--- src/rtl/mips_pkg.sv ---
// Shared fetch-path types: instruction/pc widths, the nop encoding and the queue storage word.
package mips_pkg;
  localparam int INST_W = 32;
  localparam int PC_W   = 32;

  localparam logic [INST_W-1:0] NOP_INST = 32'h0000_0000;

  typedef struct packed {
    logic [PC_W-1:0]   pc;
    logic [INST_W-1:0] inst;
  } fq_entry_t;
endpackage

--- src/rtl/fetch_queue_ptr.sv ---
// Modulo-DEPTH queue pointer; clr wins over inc, natural wrap on a power-of-two depth.
// Latency: new value visible the cycle after the edge. No backpressure of its own.
// Backpressure: none; callers only pulse inc on an accepted transfer.
module fetch_queue_ptr
  import mips_pkg::*;
#(
  parameter int DEPTH = 4
) (
  input  logic                     clk,
  input  logic                     rst,
  input  logic                     inc,
  input  logic                     clr,
  output logic [$clog2(DEPTH)-1:0] ptr
);
  localparam int AW = $clog2(DEPTH);

  logic [AW-1:0] ptr_q, ptr_d;

  always_comb begin
    ptr_d = ptr_q;
    if (clr)      ptr_d = '0;
    else if (inc) ptr_d = ptr_q + AW'(1);
  end

  always_ff @(posedge clk) begin
    if (rst) ptr_q <= '0;
    else     ptr_q <= ptr_d;
  end

  assign ptr = ptr_q;
endmodule

--- src/rtl/fetch_queue.sv ---
// Fetch-to-decode prefetch FIFO with synchronous flush; FETCH_QUEUE_BYPASS_EN adds an empty-queue bypass.
// Latency: 1 cycle push-to-head (0 cycles through the bypass when enabled).
// Backpressure: in_ready drops only when full, independent of out_ready.
module fetch_queue
  import mips_pkg::*;
#(
  parameter int DEPTH  = 4,
  parameter int INST_W = mips_pkg::INST_W,
  parameter int PC_W   = mips_pkg::PC_W
) (
  input  logic                       clk,
  input  logic                       rst,
  input  logic                       flush,
  input  logic                       in_valid,
  output logic                       in_ready,
  input  logic [INST_W-1:0]          in_inst,
  input  logic [PC_W-1:0]            in_pc,
  output logic                       out_valid,
  input  logic                       out_ready,
  output logic [INST_W-1:0]          out_inst,
  output logic [PC_W-1:0]            out_pc,
  output logic [$clog2(DEPTH+1)-1:0] count,
  output logic                       full,
  output logic                       empty
);
  localparam int AW = $clog2(DEPTH);
  localparam int CW = $clog2(DEPTH+1);

  logic [AW-1:0] rd_ptr, wr_ptr;
  logic [CW-1:0] count_q, count_d;
  fq_entry_t     mem_q [DEPTH];
  fq_entry_t     mem_d [DEPTH];
  fq_entry_t     head;
  fq_entry_t     wr_entry;
  logic          full_c, empty_c;
  logic          push, pop, bypass;

  assign full_c   = (count_q == CW'(DEPTH));
  assign empty_c  = (count_q == '0);
  assign in_ready = ~full_c & ~rst;

`ifdef FETCH_QUEUE_BYPASS_EN
  assign bypass = empty_c & in_valid & in_ready & out_ready & ~flush;
`else
  assign bypass = 1'b0;
`endif

  // A bypassed entry is handed straight to decode, so it is never written.
  assign push = in_valid & in_ready & ~flush & ~bypass;
  assign pop  = ~empty_c & out_ready & ~flush;

  fetch_queue_ptr #(.DEPTH(DEPTH)) u_wr_ptr (
    .clk (clk),
    .rst (rst),
    .inc (push),
    .clr (flush),
    .ptr (wr_ptr)
  );

  fetch_queue_ptr #(.DEPTH(DEPTH)) u_rd_ptr (
    .clk (clk),
    .rst (rst),
    .inc (pop),
    .clr (flush),
    .ptr (rd_ptr)
  );

  always_comb begin
    wr_entry.pc   = in_pc;
    wr_entry.inst = in_inst;
    mem_d = mem_q;
    if (push) mem_d[wr_ptr] = wr_entry;
  end

  always_comb begin
    count_d = count_q;
    if (flush) begin
      count_d = '0;
    end else begin
      case ({push, pop})
        2'b10:   count_d = count_q + CW'(1);
        2'b01:   count_d = count_q - CW'(1);
        default: count_d = count_q;
      endcase
    end
  end

  always_ff @(posedge clk) begin
    if (rst) count_q <= '0;
    else     count_q <= count_d;
  end

  always_ff @(posedge clk) begin
    mem_q <= mem_d;
  end

  assign head = mem_q[rd_ptr];

  always_comb begin
    out_valid = ~empty_c | bypass;
    out_inst  = NOP_INST;
    out_pc    = '0;
    if (bypass) begin
      out_inst = in_inst;
      out_pc   = in_pc;
    end else if (!empty_c) begin
      out_inst = head.inst;
      out_pc   = head.pc;
    end
  end

  assign count = count_q;
  assign full  = full_c;
  assign empty = empty_c;

  a_no_push_full:  assert property (@(posedge clk) disable iff (rst) !(push && full_c));
  a_no_pop_empty:  assert property (@(posedge clk) disable iff (rst) !(pop && empty_c));
  a_valid_holds:   assert property (@(posedge clk) disable iff (rst)
                     (in_valid && !in_ready && !flush) |=> (in_valid || flush));
endmodule

--- config.mk ---
export PLATFORM = sky130hd
export DESIGN_NAME = fetch_queue
export DESIGN_NICKNAME = d
export VERILOG_FILES = /design/src/rtl/mips_pkg.sv /design/src/rtl/fetch_queue_ptr.sv /design/src/rtl/fetch_queue.sv
export SDC_FILE = /design/constraint.sdc
export NUM_CORES = 1
export LEC_CHECK = 0
export CORE_ASPECT_RATIO = 1.75
export CORE_MARGIN = 3
export CORE_UTILIZATION = 43
export CTS_BUF_LIST = sky130_fd_sc_hd__clkbuf_16
export DETAILED_ROUTE_END_ITERATION = 6
export GPL_TIMING_DRIVEN = 0
export HOLD_SLACK_MARGIN = 0.1
export PLACE_DENSITY = 0.68
export SLEW_MARGIN = 40
export SYNTH_ARGS = -nofsm -noshare
export SYNTH_HDL_FRONTEND = slang
export SYNTH_SLANG_ARGS = --single-unit
--- constraint.sdc ---
create_clock -name clk -period 3.4 [get_ports clk]
set_clock_uncertainty 0.05 [all_clocks]
set_input_delay 0.68 -clock clk [delete_from_list [all_inputs] [get_ports clk]]
set_output_delay 0.68 -clock clk [all_outputs]
set_load 0.02 [all_outputs]
==> results of run 1 <==
-- cells in the mapped netlist --
library cell | instances | area, um^2
or2_2 | 1 | 6.26
or3b_2 | 1 | 8.76
clkbuf_1 | 10 | 37.5
fa_1 | 1 | 20.0
xor2_1 | 3 | 26.3
edfxtp_1 | 256 | 7690
ha_1 | 5 | 62.6
nand3_1 | 2 | 10.0
and3_1 | 4 | 25.0
inv_1 | 8 | 30.0
and2_1 | 64 | 400
dfxtp_1 | 7 | 140
o21ai_0 | 4 | 20.0
nor2_1 | 8 | 30.0
buf_6 | 5 | 56.3
buf_2 | 7 | 35.0
a21oi_1 | 5 | 25.0
o31ai_1 | 1 | 7.51
nand2_1 | 2 | 7.51
mux4_2 | 64 | 1440
or3_1 | 3 | 18.8
-- through the flow --
stage | cell area, um^2 | setup WS [ns] | util | hold WS (ns) | total power (uW)
final | 12800 | 0.116 | 0.558 | 0.469 | 6260
after global routing | 12800 | -0.00333 | 0.558 | 0.506 | 6500
after CTS | 12800 | 0.0199 | 0.557 | 0.469 | 6340
after detailed placement | 12000 | 0.212 | 0.525 | 0.461 | 3920
after global placement | 11900 | -1.28 | 0.517 | 0.452 | 3910
after floorplan | 10100 | 0.324 | - | 0.434 | 3750
-- path summary, 6_finish.rpt --
path,start,end,slack [ns]
max,u_rd_ptr.ptr[0],out_pc[24],0.12
min reg2reg,u_wr_ptr.ptr[1],u_wr_ptr.ptr[1],0.47
min,u_wr_ptr.ptr[1],u_wr_ptr.ptr[1],0.47
max reg2reg,count[2],count[2],0.72
-- cells by family after synthesis --
| logic type | share of synthesized area |
|---|---|
| flops | 0.775 |
| simple gates | 0.0502 |
| mux | 0.143 |
| buf+inv | 0.0157 |
| compound gates | 0.00521 |
| fa+ha+maj | 0.00818 |
| xor+xnor | 0.00260 |
-- layout by cell type (no fill, tap or decap), drive strengths merged, types with 7 or more instances in the layout --
cell type	count
and2	64
buf	21
clkbuf	34
clkdlybuf4s50	135
clkinv	9
dfxtp	7
edfxtp	256
inv	17
mux4	64
nor2	8
-- area by class of cell --
cell class,instances,area (um^2)
Fill cell,1746,10100
Sequential cell,263,7830
Multi-Input combinational cell,168,2130
Timing Repair Buffer,147,1560
Clock buffer,25,626
Tap cell,300,375
Buffer,22,143
Clock inverter,19,87.6
Inverter,8,30.0
Antenna cell,1,2.50
-- sequential cells by signal, indices dropped and copies added, names as in the netlist --
| name | flops |
|---|---|
| u_wr_ptr.ptr | 2 |
| u_rd_ptr.ptr | 2 |
| mem_q | 256 |
| count | 3 |
-- power by group --
part | total, uW | internal [uW] | leakage, uW | switching (uW)
Sequential | 3600 | 3590 | 0.00237 | 7.73
Clock | 2410 | 1330 | 0.000377 | 1080
Combinational | 253 | 138 | 0.00138 | 115
Total | 6260 | 5050 | 0.00413 | 1210
-- what timing repair did --
action | CTS | global route
gates resized for setup | 5 | 10
pin swaps | 0 | 0
endpoints found under the hold margin | 0 | 0
setup endpoints to repair | 50 | 44
-- critical path: stages, from the launching register on --
cell             delay (ns)
dfxtp_1                0.37
buf_6                  0.21
buf_6                  0.21
mux4_2                 0.52
and2_1                 0.17
clkdlybuf4s50_1        0.55
-- routing by layer --
| layer | routed length, um | part of all wire | GRT usage |
|---|---|---|---|
| met5 | 0 | 0 | 0 |
| met4 | 395 | 0.020 | 0.0456 |
| met3 | 895 | 0.046 | 0.0257 |
| met1 | 7110 | 0.36 | 0.188 |
| met2 | 11100 | 0.57 | 0.292 |
==> flow_summary.yaml, run 1 <==
setup_path:
  end_kind: "output port"
  worst-r2r-cell-count: 10
  required_ns: 2.67
  worst_ep_arrival_time_ns: 2.55
  worst_setup_path_start_kind: "register"
  path_max_fanout: 10
  worstSetupPathType: "reg2out"
place:
  io_buffers: 139
  place_congestion: 0.716
  placed_cells: 908
  hpwl_um: 13100
timing:
  finalHoldViolCount: 0
  rsz0062_at_grt: "true"
  min_period_ns: 3.28
  slew_viol_final: 0
  fmax_mhz: 304
  timing.final.crit_share: 0.966
  setup_viol: 0
  tns_ns: 0
  slew_headroom: 0.545
  worst_pin_slew_ns: 0.683
cells_and_area:
  drive_above_1_share: 0.193
  nets: 709
  area_growth_pct: 26.6
  final_cell_count_no_fill: 953
drt:
  drcViolationCount: 0
  drt_first_pass_iters: 4
  vias: 4880
  drt-total-wl_um: 19500
  via_per_inst: 5.12
  ant_nets: 0
  wire_per_inst_um: 20.5
  drtIter0Drc: 350
logic_synthesis:
  synth-seq-area-share: 0.775
  yosys_register_bits: 263
  syn_avg_cell_area_um2: 21.9
  syn_area_mm2: 0.0101
  syn-num-nets: 536
  syn_inst: 461
  yosys_warnings: 0
  synthDistinctLibCells: 21
job:
  drv_cap: 0
floorplanning:
  die_y_um: 209
  num_rows: 73
  core_area_mm2: 0.0229
  start_util: 0.440
  dieArea_mm2: 0.0254
  ios: 140
  chipWidth_um: 122
cts:
  clockBufferDepth: 3
  clk_pin_slew_ns: 0.06
  insertion_delay_ns: 0.51
  post_cts_buffers: 0
  cts_tree: "built"
  htree_levels: 1
  postCtsHoldBufs: 0
  root_buffer: "clkbuf_16"
  cts_buffers: 24
  clock-sinks: 263
grt:
  globalRoute.totalOverflow: 0
  grt_max_degree: 30
  grt_pass1_wl_um: 30900
  antenna_found_initial: 1
  track_usage: 0.158
  grt_pass1_vias: 5530
power:
  p_per_area_mw_per_mm2: 490
  ir_worst_vdd_mv: 0.379
  p_leak_uw: 0.00413
hold_path:
  hold_path_class: "reg2reg"
  hold_depth: 2
outcome:
  status: "finished clean"
No activity file was read; power rests on OpenSTA's default activity.
==> run 2, diff against run 1 <==
--- a/config.mk
+++ b/config.mk
@@ -13,6 +13,7 @@
 export GPL_TIMING_DRIVEN = 0
 export HOLD_SLACK_MARGIN = 0.1
 export PLACE_DENSITY = 0.68
+export SETUP_SLACK_MARGIN = 0.5
 export SLEW_MARGIN = 40
 export SYNTH_ARGS = -nofsm -noshare
 export SYNTH_HDL_FRONTEND = slang
==> flow_summary.yaml, run 2 (synthesis results as in run 1) <==
grt:
  globalRoute.totalOverflow: 0
  grt_pass1_wl_um: 31100
  antenna_found_initial: 0
  grt_max_degree: 34
  track_usage: 0.160
  grt_pass1_vias: 5490
place:
  io_buffers: 139
  hpwl_um: 12900
  placed_cells: 904
  place_congestion: 0.742
  place_ws_ns: 0.240
timing:
  timing.final.ws_setup_ns: 0.503
  fmax_mhz: 345
  slew_headroom: 0.629
  timing.hold.ws_ns: 0.481
  timing.final.crit_share: 0.852
  setup_viol: 0
  rsz0062_at_grt: "true"
  min_period_ns: 2.90
  worst_pin_slew_ns: 0.556
  finalHoldViolCount: 0
  slew_viol_final: 0
cts:
  clk_pin_slew_ns: 0.07
  clock-sinks: 263
  postCtsHoldBufs: 0
  root_buffer: "clkbuf_16"
  htree_levels: 1
  cts_buffers: 23
  cts_tree: "built"
  clockBufferDepth: 3
  insertion_delay_ns: 0.49
setup_path:
  cp-endpoint: "out_inst[29]"
  worst_setup_path_start_kind: "register"
  end_kind: "output port"
  reg2reg_to: "count[2]"
  rrSetupSlack_ns: 0.75
  path_max_fanout: 10
  worst_ep_arrival_time_ns: 2.17
  worstSetupPathType: "reg2out"
  regToRegStartpoint: "count[0]"
  worst-r2r-cell-count: 10
  required_ns: 2.67
  cp-startpoint: "u_rd_ptr.ptr[0]"
cells_and_area:
  nets: 724
  fin_util: 0.553
  area_growth_pct: 25.6
  fill_cells: 1780
  regMostFlops: "mem_q"
  drive_above_1_share: 0.272
  layout_commonest_cell: "edfxtp_1"
  final_cell_count_no_fill: 962
  final_cell_mix: "edfxtp_1 (256), clkdlybuf4s50_1 (73), mux4_2 (64), and2_1 (64), clkbuf_2 (34)"
  largest_reg_flops: 256
  diodes: 0
floorplanning:
  core_area_mm2: 0.0229
  chipWidth_um: 122
  dieArea_mm2: 0.0254
  die_y_um: 209
  num_rows: 73
  start_util: 0.440
  ios: 140
drt:
  drt_first_pass_iters: 4
  drt-met1-wl_um: 7250
  vias: 4965
  met2_length_um: 11500
  drt-total-wl_um: 20100
  drcViolationCount: 0
  wl_met3_um: 918
  ant_nets: 0
  drtIter0Drc: 294
  wire_per_inst_um: 20.9
  via_per_inst: 5.16
  routed.top_layer: "met4"
power:
  p_leak_uw: 0.00433
  ir_worst_vdd_mv: 0.414
  p_per_area_mw_per_mm2: 488
job:
  drv_cap: 0
outcome:
  status: "finished clean"
hold_path:
  hold_path_class: "reg2reg"
[run 2: cell count changes in the layout (fill, tap and decap cells not counted), moves of 3 or more]
cell	delta
buf_4	+26
buf_6	-3
clkbuf_2	+29
clkdlybuf4s50_1	-62
clkinv_1	-3
dlygate4sd2_1	+29
dlymetal6s2s_1	-3
[run 2: worst min-delay path by stage]
stage,cells after the start,endpoint,startpoint
detailed placement,2,u_wr_ptr.ptr[0],u_wr_ptr.ptr[0]
CTS,2,u_wr_ptr.ptr[0],u_wr_ptr.ptr[0]
floorplan,2,u_wr_ptr.ptr[0],u_wr_ptr.ptr[0]
finish,2,u_wr_ptr.ptr[0],u_wr_ptr.ptr[0]
global route,2,u_wr_ptr.ptr[0],u_wr_ptr.ptr[0]
global placement,2,u_wr_ptr.ptr[1],u_wr_ptr.ptr[1]
[run 2: cell type report]
cell class / count / area [um^2] / area share
Clock inverter: 15 / 86.3 / 0.00681
Sequential cell: 263 / 7830 / 0.618
Tap cell: 300 / 375 / 0.0296
Inverter: 8 / 30.0 / 0.00237
Buffer: 22 / 219 / 0.0173
Clock buffer: 23 / 576 / 0.0454
Timing Repair Buffer: 163 / 1430 / 0.112
Multi-Input combinational cell: 168 / 2130 / 0.168
[run 2: worst max-delay path, cell delays in order, from the launching register on]
cell and delay [ns]:
dfxtp_4 0.38, buf_4 0.25, mux4_2 0.53, and2_1 0.19, dlygate4sd2_1 0.32
[run 2: what timing repair did]
| action | in CTS | in global routing |
|---|---|---|
| endpoints found under the setup margin | 66 | 60 |
| resized for setup | 101 | 76 |
| endpoints found under the hold margin | 0 | 0 |
| setup buffers | 1 | 19 |
[run 2: power breakdown]
| group | switching, uW | total, uW | internal [uW] |
|---|---|---|---|
| clock | 1050 | 2350 | 1290 |
| combinational | 115 | 244 | 129 |
| sequential | 8.27 | 3600 | 3590 |
| total | 1180 | 6190 | 5010 |
[run 2: through the flow]
step / area, um^2 / total power, uW / TNS [ns]
finish: 12700 / 6190 / 0
global route: 12700 / 6390 / 0
CTS: 12600 / 6260 / 0
detailed placement: 12000 / 3920 / 0
global placement: 11900 / 3900 / -0.957
floorplan: 10100 / 3750 / 0
[run 2: layer usage]
metal / global-route usage / vias to the layer above
li1: - / 2228
met1: 0.187 / 2583
met2: 0.300 / 122
met3: 0.0246 / 32
met4: 0.0437 / 0
met5: 0 / -
